File: src/rtl/uart_pkg.sv
// uart_pkg: definitions shared by the UART receiver and transmitter.
//   rx_state_t         receiver FSM states
//   PAR_EVEN / PAR_ODD encoding of the PAR_TYP input
//   START_BIT/STOP_BIT line levels of the frame delimiters
//   maj3()             2-of-3 majority vote used by the bit sampler
package uart_pkg;

    typedef enum logic [2:0] {
        IDLE   = 3'd0,
        START  = 3'd1,
        DATA   = 3'd2,
        PARITY = 3'd3,
        STOP   = 3'd4
    } rx_state_t;

    localparam logic PAR_EVEN  = 1'b0;
    localparam logic PAR_ODD   = 1'b1;
    localparam logic START_BIT = 1'b0;
    localparam logic STOP_BIT  = 1'b1;

    function automatic logic maj3(input logic a, input logic b, input logic c);
        return (a & b) | (a & c) | (b & c);
    endfunction

endpackage

File: src/rtl/uart_rx_if.sv
// uart_rx_if: signal bundle between a serial line source / word consumer
// (master) and the uart_rx receiver (slave).
//   RX_IN       serial line, idle high
//   par_en      1 = frame carries a parity bit
//   PAR_TYP     PAR_EVEN / PAR_ODD
//   P_Data      last error-free received word
//   Data_Valid  one-cycle strobe, P_Data holds a new word
//   par_err     parity mismatch on the last frame
//   stp_err     stop bit sampled low on the last frame
//   busy        receiver FSM outside IDLE
//   state       receiver FSM state, exported for observation
//
// Handshake: Data_Valid is a valid-only strobe with no ready. The word is
// presented for exactly one cycle with Data_Valid high; the consumer has no
// way to stall the receiver and must capture P_Data in that cycle (P_Data
// itself holds until the next good frame).
interface uart_rx_if #(
    parameter int FRAME_WIDTH = 8
);
    import uart_pkg::*;

    logic                   RX_IN;
    logic                   par_en;
    logic                   PAR_TYP;
    logic [FRAME_WIDTH-1:0] P_Data;
    logic                   Data_Valid;
    logic                   par_err;
    logic                   stp_err;
    logic                   busy;
    rx_state_t              state;

    modport master (
        output RX_IN, par_en, PAR_TYP,
        input  P_Data, Data_Valid, par_err, stp_err, busy, state
    );

    modport slave (
        input  RX_IN, par_en, PAR_TYP,
        output P_Data, Data_Valid, par_err, stp_err, busy, state
    );

endinterface

File: src/rtl/uart_rx_sampler.sv
// uart_rx_sampler: per-bit edge counter and 3-sample majority vote.
//   clk, reset     system clock, synchronous active-high reset
//   rx_in          serial line (already synchronous to clk)
//   run            count this cycle; when low the counter is held at 0
//   sample_bit     majority of rx_in at counts M-1, M, M+1 (valid with strobe)
//   sample_strobe  high at count M+1, the bit decision point
//   bit_wrap       high at count OVERSAMPLE-1, the last cycle of a bit
module uart_rx_sampler
    import uart_pkg::*;
#(
    parameter int OVERSAMPLE = 8,
    parameter int CNT_WIDTH  = $clog2(OVERSAMPLE)
) (
    input  logic clk,
    input  logic reset,
    input  logic rx_in,
    input  logic run,
    output logic sample_bit,
    output logic sample_strobe,
    output logic bit_wrap
);

    localparam logic [CNT_WIDTH-1:0] MID      = CNT_WIDTH'(OVERSAMPLE / 2);
    localparam logic [CNT_WIDTH-1:0] MID_M1   = CNT_WIDTH'(OVERSAMPLE / 2 - 1);
    localparam logic [CNT_WIDTH-1:0] MID_P1   = CNT_WIDTH'(OVERSAMPLE / 2 + 1);
    localparam logic [CNT_WIDTH-1:0] CNT_LAST = CNT_WIDTH'(OVERSAMPLE - 1);

    logic [CNT_WIDTH-1:0] edge_cnt;
    logic                 s_early;
    logic                 s_mid;

    always_ff @(posedge clk) begin
        if (reset) begin
            edge_cnt <= '0;
            s_early  <= 1'b1;
            s_mid    <= 1'b1;
        end else begin
            if (!run || bit_wrap) edge_cnt <= '0;
            else                  edge_cnt <= edge_cnt + 1'b1;
            if (edge_cnt == MID_M1) s_early <= rx_in;
            if (edge_cnt == MID)    s_mid   <= rx_in;
        end
    end

    // The third vote is the live line at M+1, so the decision needs no
    // extra register stage.
    always_comb begin
        sample_strobe = (edge_cnt == MID_P1);
        bit_wrap      = (edge_cnt == CNT_LAST);
        sample_bit    = maj3(s_early, s_mid, rx_in);
    end

endmodule

File: src/rtl/uart_rx.sv
// uart_rx: oversampling UART receiver (start 0, FRAME_WIDTH data bits
// LSB-first, optional parity, stop 1).
//   clk, reset  system clock, synchronous active-high reset
//   rx          uart_rx_if.slave: RX_IN/par_en/PAR_TYP in; P_Data,
//               Data_Valid, par_err, stp_err, busy, state out
// Build option: UART_RX_SYNC_EN adds a 2-flop synchronizer (reset to 1) on
// RX_IN; every latency grows by 2 cycles. Without it RX_IN must already be
// synchronous to clk.
module uart_rx
    import uart_pkg::*;
#(
    parameter int FRAME_WIDTH = 8,
    parameter int OVERSAMPLE  = 8,
    parameter int CNT_WIDTH   = $clog2(OVERSAMPLE)
) (
    input logic     clk,
    input logic     reset,
    uart_rx_if.slave rx
);

    localparam int                BIT_CNT_W = $clog2(FRAME_WIDTH + 1);
    localparam logic [BIT_CNT_W-1:0] LAST_BIT = BIT_CNT_W'(FRAME_WIDTH - 1);

    rx_state_t              state, state_nx;
    logic                   rx_s;
    logic                   run;
    logic                   sample_bit, sample_strobe, bit_wrap;
    logic [BIT_CNT_W-1:0]   bit_cnt;
    logic [FRAME_WIDTH-1:0] shift_q;
    logic [FRAME_WIDTH-1:0] p_data_q;
    logic                   par_en_q, par_typ_q, par_fail;
    logic                   data_valid_q, par_err_q, stp_err_q;

`ifdef UART_RX_SYNC_EN
    logic [1:0] sync_q;
    always_ff @(posedge clk) begin
        if (reset) sync_q <= 2'b11;
        else       sync_q <= {sync_q[0], rx.RX_IN};
    end
    assign rx_s = sync_q[1];
`else
    assign rx_s = rx.RX_IN;
`endif

    // The counter runs whenever the FSM will be busy next cycle: this makes
    // the start-edge cycle count 0, and clears the counter as soon as STOP
    // or a glitching START returns to IDLE.
    assign run = (state_nx != IDLE);

    uart_rx_sampler #(
        .OVERSAMPLE (OVERSAMPLE),
        .CNT_WIDTH  (CNT_WIDTH)
    ) u_sampler (
        .clk           (clk),
        .reset         (reset),
        .rx_in         (rx_s),
        .run           (run),
        .sample_bit    (sample_bit),
        .sample_strobe (sample_strobe),
        .bit_wrap      (bit_wrap)
    );

    always_ff @(posedge clk) begin
        if (reset) state <= IDLE;
        else       state <= state_nx;
    end

    always_comb begin
        state_nx = state;
        case (state)
            IDLE:   if (rx_s == START_BIT) state_nx = START;
            START: begin
                if (sample_strobe && sample_bit != START_BIT) state_nx = IDLE;
                else if (bit_wrap)                              state_nx = DATA;
            end
            DATA:   if (bit_wrap && bit_cnt == LAST_BIT)
                        state_nx = par_en_q ? PARITY : STOP;
            PARITY: if (bit_wrap) state_nx = STOP;
            // Leave at the decision point so a start edge right after the
            // stop bit is not missed.
            STOP:   if (sample_strobe) state_nx = IDLE;
            default: state_nx = IDLE;
        endcase
    end

    always_ff @(posedge clk) begin
        if (reset) begin
            bit_cnt      <= '0;
            shift_q      <= '0;
            p_data_q     <= '0;
            par_en_q     <= 1'b0;
            par_typ_q    <= 1'b0;
            par_fail     <= 1'b0;
            data_valid_q <= 1'b0;
            par_err_q    <= 1'b0;
            stp_err_q    <= 1'b0;
        end else begin
            data_valid_q <= 1'b0;
            case (state)
                IDLE: if (rx_s == START_BIT) begin
                    par_en_q  <= rx.par_en;
                    par_typ_q <= rx.PAR_TYP;
                    par_fail  <= 1'b0;
                    bit_cnt   <= '0;
                end
                // Errors of the previous frame are kept until a start bit
                // survives the vote; glitches leave them untouched.
                START: if (sample_strobe && sample_bit == START_BIT) begin
                    par_err_q <= 1'b0;
                    stp_err_q <= 1'b0;
                end
                DATA: begin
                    if (sample_strobe) shift_q <= {sample_bit, shift_q[FRAME_WIDTH-1:1]};
                    if (bit_wrap)      bit_cnt <= bit_cnt + 1'b1;
                end
                PARITY: if (sample_strobe && (sample_bit != (^shift_q ^ par_typ_q)))
                    par_fail <= 1'b1;
                STOP: if (sample_strobe) begin
                    par_err_q <= par_fail;
                    stp_err_q <= (sample_bit != STOP_BIT);
                    if (!par_fail && sample_bit == STOP_BIT) begin
                        p_data_q     <= shift_q;
                        data_valid_q <= 1'b1;
                    end
                end
                default: ;
            endcase
        end
    end

    assign rx.P_Data     = p_data_q;
    assign rx.Data_Valid = data_valid_q;
    assign rx.par_err    = par_err_q;
    assign rx.stp_err    = stp_err_q;
    assign rx.busy       = (state != IDLE);
    assign rx.state      = state;

endmodule

File: src/flat_wrapper.sv
// flat-port wrapper written by rule: the top's interface ports become plain ports
module uart_rx_flat import uart_pkg::*;
#(
    parameter int FRAME_WIDTH = 8,
    parameter int OVERSAMPLE  = 8,
    parameter int CNT_WIDTH   = $clog2(OVERSAMPLE)
)
  (clk, reset, rx_RX_IN, rx_par_en, rx_PAR_TYP, rx_P_Data, rx_Data_Valid, rx_par_err, rx_stp_err, rx_busy, rx_state);
  uart_rx_if #(.FRAME_WIDTH(FRAME_WIDTH)) rx_i ();
  input logic clk;
  input logic reset;
  input wire logic [$bits(rx_i.RX_IN)-1:0] rx_RX_IN;
  input wire logic [$bits(rx_i.par_en)-1:0] rx_par_en;
  input wire logic [$bits(rx_i.PAR_TYP)-1:0] rx_PAR_TYP;
  output wire logic [$bits(rx_i.P_Data)-1:0] rx_P_Data;
  output wire logic [$bits(rx_i.Data_Valid)-1:0] rx_Data_Valid;
  output wire logic [$bits(rx_i.par_err)-1:0] rx_par_err;
  output wire logic [$bits(rx_i.stp_err)-1:0] rx_stp_err;
  output wire logic [$bits(rx_i.busy)-1:0] rx_busy;
  output wire logic [$bits(rx_i.state)-1:0] rx_state;
  assign rx_i.RX_IN = rx_RX_IN;
  assign rx_i.par_en = rx_par_en;
  assign rx_i.PAR_TYP = rx_PAR_TYP;
  assign rx_P_Data = rx_i.P_Data;
  assign rx_Data_Valid = rx_i.Data_Valid;
  assign rx_par_err = rx_i.par_err;
  assign rx_stp_err = rx_i.stp_err;
  assign rx_busy = rx_i.busy;
  assign rx_state = rx_i.state;
  uart_rx #(.FRAME_WIDTH(FRAME_WIDTH), .OVERSAMPLE(OVERSAMPLE), .CNT_WIDTH(CNT_WIDTH)) u_core (.clk(clk), .reset(reset), .rx(rx_i));
endmodule
File: config.mk
export PLATFORM = sky130hd
export DESIGN_NAME = uart_rx_flat
export DESIGN_NICKNAME = d
export VERILOG_FILES = /design/src/rtl/uart_pkg.sv /design/src/rtl/uart_rx_if.sv /design/src/rtl/uart_rx_sampler.sv /design/src/rtl/uart_rx.sv /design/src/flat_wrapper.sv
export SDC_FILE = /design/constraint.sdc
export NUM_CORES = 1
export LEC_CHECK = 0
export ABC_CLOCK_PERIOD_IN_PS = 1980
export CAP_MARGIN = 40
export CORE_MARGIN = 2
export CORE_UTILIZATION = 48
export CTS_CLUSTER_DIAMETER = 200
export DETAILED_ROUTE_END_ITERATION = 8
export PLACE_DENSITY = 0.7
export REMOVE_ABC_BUFFERS = 1
export SLEW_MARGIN = 5
export SYNTH_ARGS = -nofsm -noshare
export SYNTH_HDL_FRONTEND = slang
export SYNTH_SLANG_ARGS = --single-unit
File: constraint.sdc
create_clock -name clk -period 1.98 [get_ports clk]
set_input_delay 0.198 -clock clk [delete_from_list [all_inputs] [get_ports clk]]
set_output_delay 0.198 -clock clk [all_outputs]
set_load 0.1 [all_outputs]
==> run metrics, run 1 <==
final count of pins violating max slew=0; die width=slightly above 60 um; GR Overflow Total=0; GR Util All Layers=approximately 18%; Post-route DRC=0; Max Clk Rate=585 MHz; CP bufs+invs=1; vias in the first global route=1223; hold buffer count at CTS=0; share of power burned in registers=between 50% and 60%; WL final=3.09 mm; Area contributors post-synth=dfxtp_1 42%, mux2i_1 12%, nor2_1 6.0%; Final ANT Viol Nets=0; Yosys cell types=42; height of the chip=62.1 um; max-cap violations=0; post-DR vias/cell=5.31; worst-margin pin slew=630 ps; commonest cells in the netlist=34 x dfxtp_1, 26 x nor2_1, 19 x mux2i_1, 7 x nand2_1, 6 x ha_1; Post-DP Area=1890 um2; Die Area=just under 4000 um2; status=finished clean; final cycle utilization of the critical path=between 80% and 90%; CP endpoint kind=output pin; Gates resized, CTS repair=0; clk root buf=clkbuf_4; Top delay family on crit path=flip-flops; Final Wtd Congestion=approximately 0.82; Relative slew margins=58.0%; YS warnings=0; via count=1237; largest net degree at the start of global routing=35; CTS tree=built; worst skew pair latency=approximately 340 ps; CTS Buf Count=5; Slowest-stage cell, CP=dfxtp_1; Static Leakage=0.881 nW; first-pass GRT wire length=5.47 mm; clk buf depth=2; WP data required=between 1500 and 2000 ps; worst-path cell chain=or3_1 > buf_12; hold crit path type=primary input to flip-flop; drt first pass iters=4; Reg clk slew, reported paths=100 ps; PD cells=approximately 670 nW/um2; Worst setup SP type=flip-flop; worst vdd rail ir drop=~0.00028 V; register area share after synthesis=42.0%; Final HPWL DP=about 2.2 mm; Initial Util=between 40% and 50%; postcts setup bufs=0; WS Path Type=flip-flop to output pin; Final #Nets=197; Sw Pwr=approximately 0.3 mW; IO Pins=20; Tmin final=roughly 1700 ps; core area=between 3000 and 4000 um2; Ant. Diodes=0; final instance area=~2000 um2; Cells after Synth=164; count leader, synth=dfxtp_1; cell row count=21; port bufs=19; slowest stage delay, CP=between 500 and 600 ps; asr flop ratio synth=0%; final setup vio count=0; Syn-to-layout area delta=21.2%; post-route setup TNS=0 ps; Syn Area/Cell=9.88 um2; ys flop type=dfxtp_1; share of the synthesized area in the top cell type=42.0%; CP max FO=16; Routed wire per std cell=between 10 and 15 um; initial DRC count=57; initial antenna violation count=0; Int Pwr=1.01 mW; crit path DAT=approximately 1500 ps; CTS sink count=34; Synth Register Bits=34; synthesized area=1620 um2; final hold violations=0; RSZ-0062 raised after global routing=false; EDFF count, synth=0; # H-tree levels=2; Clk pwr share=37.4%; sw frac=23.3%; Final Core Density=59.8%; Logic pwr share=9.0%; skew final=6.68 ps; share of cells above drive strength 1=approximately 18%; Total Power=1.32 mW; largest area contributor in the netlist=dfxtp_1
placed cells by master (no fill, tap or decap), drive strengths merged, types with 3 or more instances in the layout:
cell type,netlist,routed
clkdlybuf4s50,0,4
or3,4,4
a31oi,3,3
inv,3,3
nand2b,4,4
xnor2,3,3
nor3,3,3
a21oi,3,3
nor2,26,26
buf,4,20
dfxtp,34,34
xor2,3,3
ha,6,6
nor3b,3,3
mux2i,19,19
clkbuf,5,7
nand2,8,8
o21ai,3,3
worst register-to-register path: stages, from the launching register on:
cell and delay [ps]:
dfxtp_1 730, nor3b_2 340, nand2_2 220, mux2i_1 210
nor2_1 50
power by group through the flow:
stage	combinational (mW)	sequential, mW	clock, mW
4_1_cts	0.118	0.706	0.505
6_report	0.118	0.706	0.493
3_3_place_gp	0.116	0.721	0
3_5_place_dp	0.117	0.722	0
5_1_grt	0.128	0.709	0.536
2_1_floorplan	0.0574	0.730	0
worst paths after layout:
kind | startpoint | slack [ps] | end | cells past startpoint
max | u_core.rx.state[1] | 270 | rx_busy | 2
max reg2reg | u_core.rx.state[1] | 320 | u_core.shift_q[2] | 4
min reg2reg | u_core.rx.par_err | 490 | u_core.rx.par_err | 2
min | rx_par_en | 470 | u_core.par_en_q | 3
flip-flops by register name (all words and copies together), names as in the netlist:
register                   flops
u_core.par_en_q                1
u_core.rx.stp_err              1
u_core.u_sampler.s_early       1
u_core.u_sampler.s_mid         1
u_core.rx.P_Data               8
u_core.bit_cnt                 4
u_core.shift_q                 8
u_core.u_sampler.edge_cnt      3
u_core.rx.par_err              1
u_core.par_fail                1
u_core.rx.state                3
u_core.rx.Data_Valid           1
u_core.par_typ_q               1
cell families (layout without fill, tap and decap cells):
kind of cell               Yosys count  count (layout)  share of synthesized area, %
and+or+nand+nor                     60              60                          20.8
xor gates and xnor gates             8               8                          6.02
AOI/OAI and AO/OA                   24              24                          10.8
muxes                               19              19                          11.7
buffers and inverters               12              35                          3.24
adders and majority gates            7               7                          5.33
DFF                                 34              34                          42.0
through the flow:
step / cells / hold slack [ps] / worst slack, ps
global placement: 225 / 458 / 199
finish: 233 / 467 / 271
detailed placement: 225 / 473 / 132
CTS: 233 / 452 / 265
floorplan: 155 / 267 / -364
global route: 233 / 513 / 143
metal layers:
metal	track usage, %	vias to the layer above	wire (um)
met4	7.50	0	32
met3	5.62	4	183
met1	21.2	577	1360
li1	-	620	-
met5	0	-	0
met2	30.4	36	1520
final cells by class:
class | count | area [um2]
Fill cell | 283 | 1320
Multi-Input combinational cell | 118 | 887
Sequential cell | 34 | 681
Timing Repair Buffer | 24 | 253
Tap cell | 46 | 57.6
Clock buffer | 7 | 45.0
Clock inverter | 1 | 30.0
Inverter | 3 | 11.3
No activity file was read; power rests on OpenSTA's default activity.
==> run 2: changes to the inputs <==
Settings changed: ABC_AREA set to 1.
==> run 2 against run 1 <==
Total power decreased by 0.85%. Critical path depth increased by 7. Combinational power decreased by 16%. Sequential power about the same. Die area increased by 5.8%. Largest power group unchanged.
==> run metrics, run 2 <==
commonest cells in the netlist=50 x nand2_1, 34 x dfxtp_1, 33 x inv_1, 27 x nor2_1, 21 x a21oi_1; Worst setup SP type=flip-flop; final setup vio count=0 (unchanged); Gates resized, CTS repair=0 (unchanged); dpl ws=286 ps (+154 ps); Final HPWL DP=2.46 mm (+12%); vias in the first global route=1390 (+14%); Max Clk Rate=582 MHz (-0.61%); FF-to-FF Start=u_core.u_sampler.edge_cnt[0]; Critical path destination=u_core.u_sampler.edge_cnt[1]; CTS Buf Count=5 (unchanged); ys flop type=dfxtp_1; worst-path cell chain=ha_1 > ha_1 > nand4_1 > nand2_1 > nand3_1 > nor2_1 > nand3_1 > nand2_1 > nor2_1; CP endpoint kind=flip-flop; drt first pass iters=4 (unchanged); Int Pwr=0.996 mW (-1.3%); CTS tree=built; Final ANT Viol Nets=0 (unchanged); Logic pwr share=7.6% (-1.4 points); Yosys cell types=30 (-29%); port bufs=19 (unchanged); Reg clk slew, reported paths=100 ps (about the same); Ant. Diodes=0 (unchanged); final count of pins violating max slew=0 (unchanged); Slowest-stage cell, CP=dfxtp_1; max-cap violations=0 (unchanged); WS Path Type=flip-flop to flip-flop; worst-margin pin slew=280 ps (-349 ps); slowest stage delay, CP=390 ps (-130 ps); initial antenna violation count=0 (unchanged); commonest non-fill, non-tap cell in the layout=nand2_1; Clk pwr share=38.6% (+1.2 points); share of power burned in registers=53.8% (+0.2 points); multi-input logic area=851 um2 (-4.1%); count leader, synth=nand2_1; Post-route DRC=0 (unchanged); largest net degree at the start of global routing=19 (-46%); final hold violations=0 (unchanged); Initial Util=50.8% (+1.4 points); EDFF count, synth=0 (unchanged); IO Pins=20 (unchanged); Die Area=4080 um2 (+5.8%); Register Area=681 um2 (unchanged); clk root buf=clkbuf_4; Sw Pwr=0.309 mW (+0.67%); R2R setup slack=260 ps (-60 ps); commonest non-fill, non-tap cells in the layout=50 x nand2_1, 34 x dfxtp_1, 33 x inv_1; final cycle utilization of the critical path=86.8% (+0.53 points); clk buf depth=2 (unchanged); postcts setup bufs=0 (unchanged); Area contributors post-synth=dfxtp_1 40%, nand2_1 11%, inv_1 7.2%; hold buffer count at CTS=0 (unchanged); status=finished clean; Relative slew margins=81.5% (+23 points); die width=63.9 um (+2.8%); GR Util All Layers=18.8% (+0.77 points); Reg2Reg Depth=9 (+5); RSZ-0062 raised after global routing=false; GR Overflow Total=0 (unchanged); Synth Register Bits=34 (unchanged); worst vdd rail ir drop=0.000475 V (+69%); # H-tree levels=2 (unchanged); height of the chip=63.9 um (+2.8%); Layout fillers=321 (+13%); Syn-to-layout area delta=15.8%; Final #Nets=272 (+38%); final setup margin=261 ps (-10.5 ps); Routed wire per std cell=10.7 um (-19%); worst setup path start=u_core.u_sampler.edge_cnt[0]; register area share after synthesis=39.6% (-2.4 points); skew final=11.4 ps (+4.73 ps); R2R Path End=u_core.u_sampler.edge_cnt[1]; hold crit path type=flip-flop to flip-flop; largest area contributor in the netlist=dfxtp_1; post-route setup TNS=0 ps (unchanged); Syn Area/Cell=7.23 um2 (-27%); WP data required=2220 ps (+440 ps); core area=3390 um2 (+3.2%); worst skew pair latency=350 ps (about the same); crit path DAT=1960 ps (+450 ps); CP max FO=5 (-11); sw frac=23.7% (+0.36 points); first-pass GRT wire length=5.97 mm (+9.1%); Static Leakage=0.920 nW (+4.5%); via count=1492 (+21%); asr flop ratio synth=0% (unchanged); Final Wtd Congestion=0.851 (+4.3%); CTS sink count=34 (unchanged); post-DR vias/cell=4.84 (-8.8%); PD cells=655 nW/um2 (-2.2%); synthesized area=1720 um2 (+6.2%); cell row count=21 (unchanged); Cells after Synth=238 (+45%); WL final=3.30 mm (+6.7%); initial DRC count=60 (+5.3%); Tmin final=1720 ps (+10.5 ps); YS warnings=0 (unchanged); share of the synthesized area in the top cell type=39.6% (-2.4 points); share of cells above drive strength 1=18.3% (+0.67 points)
## run 2: how the worst min path moves through the flow
stage,cells past startpoint,start,slack (ps),end
after floorplan,1,reset,270,u_core.rx.stp_err
after global placement,1,u_core.u_sampler.edge_cnt[0],450,u_core.u_sampler.edge_cnt[0]
after detailed placement,2,u_core.rx.par_err,460,u_core.rx.par_err
after CTS,2,u_core.rx.par_err,470,u_core.rx.par_err
after global routing,3,rx_par_en,480,u_core.par_en_q
final,2,u_core.rx.par_err,460,u_core.rx.par_err
## run 2: cell families after synthesis
family,share of synthesized area [%]
compound gates,17.1
fa+ha+maj,4.36
buf+inv,11.0
flops,39.6
simple gates,28.0
## run 2: cell type report
type	count	area share, %
clock buffer	7	2.26
clock inverter	1	1.51
inverter	39	7.41
multi-input combinational	160	42.7
sequential	34	34.2
tap	46	2.89
timing repair buffer	21	9.05
## run 2: power groups by stage
stage	clock [mW]	sequential [mW]	combinational, mW
after floorplan	0	0.727	0.0552
after global routing	0.553	0.705	0.111
final	0.503	0.703	0.0996
after global placement	0	0.719	0.100
after detailed placement	0	0.719	0.100
after CTS	0.520	0.703	0.100
## run 2: per-stage QoR
stage               utilization [%]  instances  hold slack (ps)  power (mW)  cell area (um2)
floorplan                         -        233              267       0.782             1680
global placement               56.6        300              448       0.819             1920
detailed placement             56.6        300              455       0.819             1920
CTS                            58.8        308              472        1.32             1990
global route                   58.8        308              481        1.37             1990
finish                         58.8        308              462        1.31             1990
## run 2: per-layer routing
metal / wire, um / part of all wire [%] / up-vias / GRT usage (%)
li1: - / - / 803 / -
met2: 1440 / 44 / 30 / 28.5
met5: 0 / 0 / - / 0
met1: 1680 / 51 / 655 / 24.1
met3: 133 / 4.0 / 4 / 6.16
met4: 46 / 1.4 / 0 / 8.15
## run 2: critical path, delay by kind of cell, from the launching register on
family | cells | cell delay, ps
DFF | 1 | 390
adders and majority gates | 2 | 450
and+or+nand+nor | 7 | 780
==> run 3: changes to the inputs <==
Settings changed: SLEW_MARGIN 5 to 40.
==> results of run 3 <==
No change in the layout: final DEF, timing and power equal those of run 2.
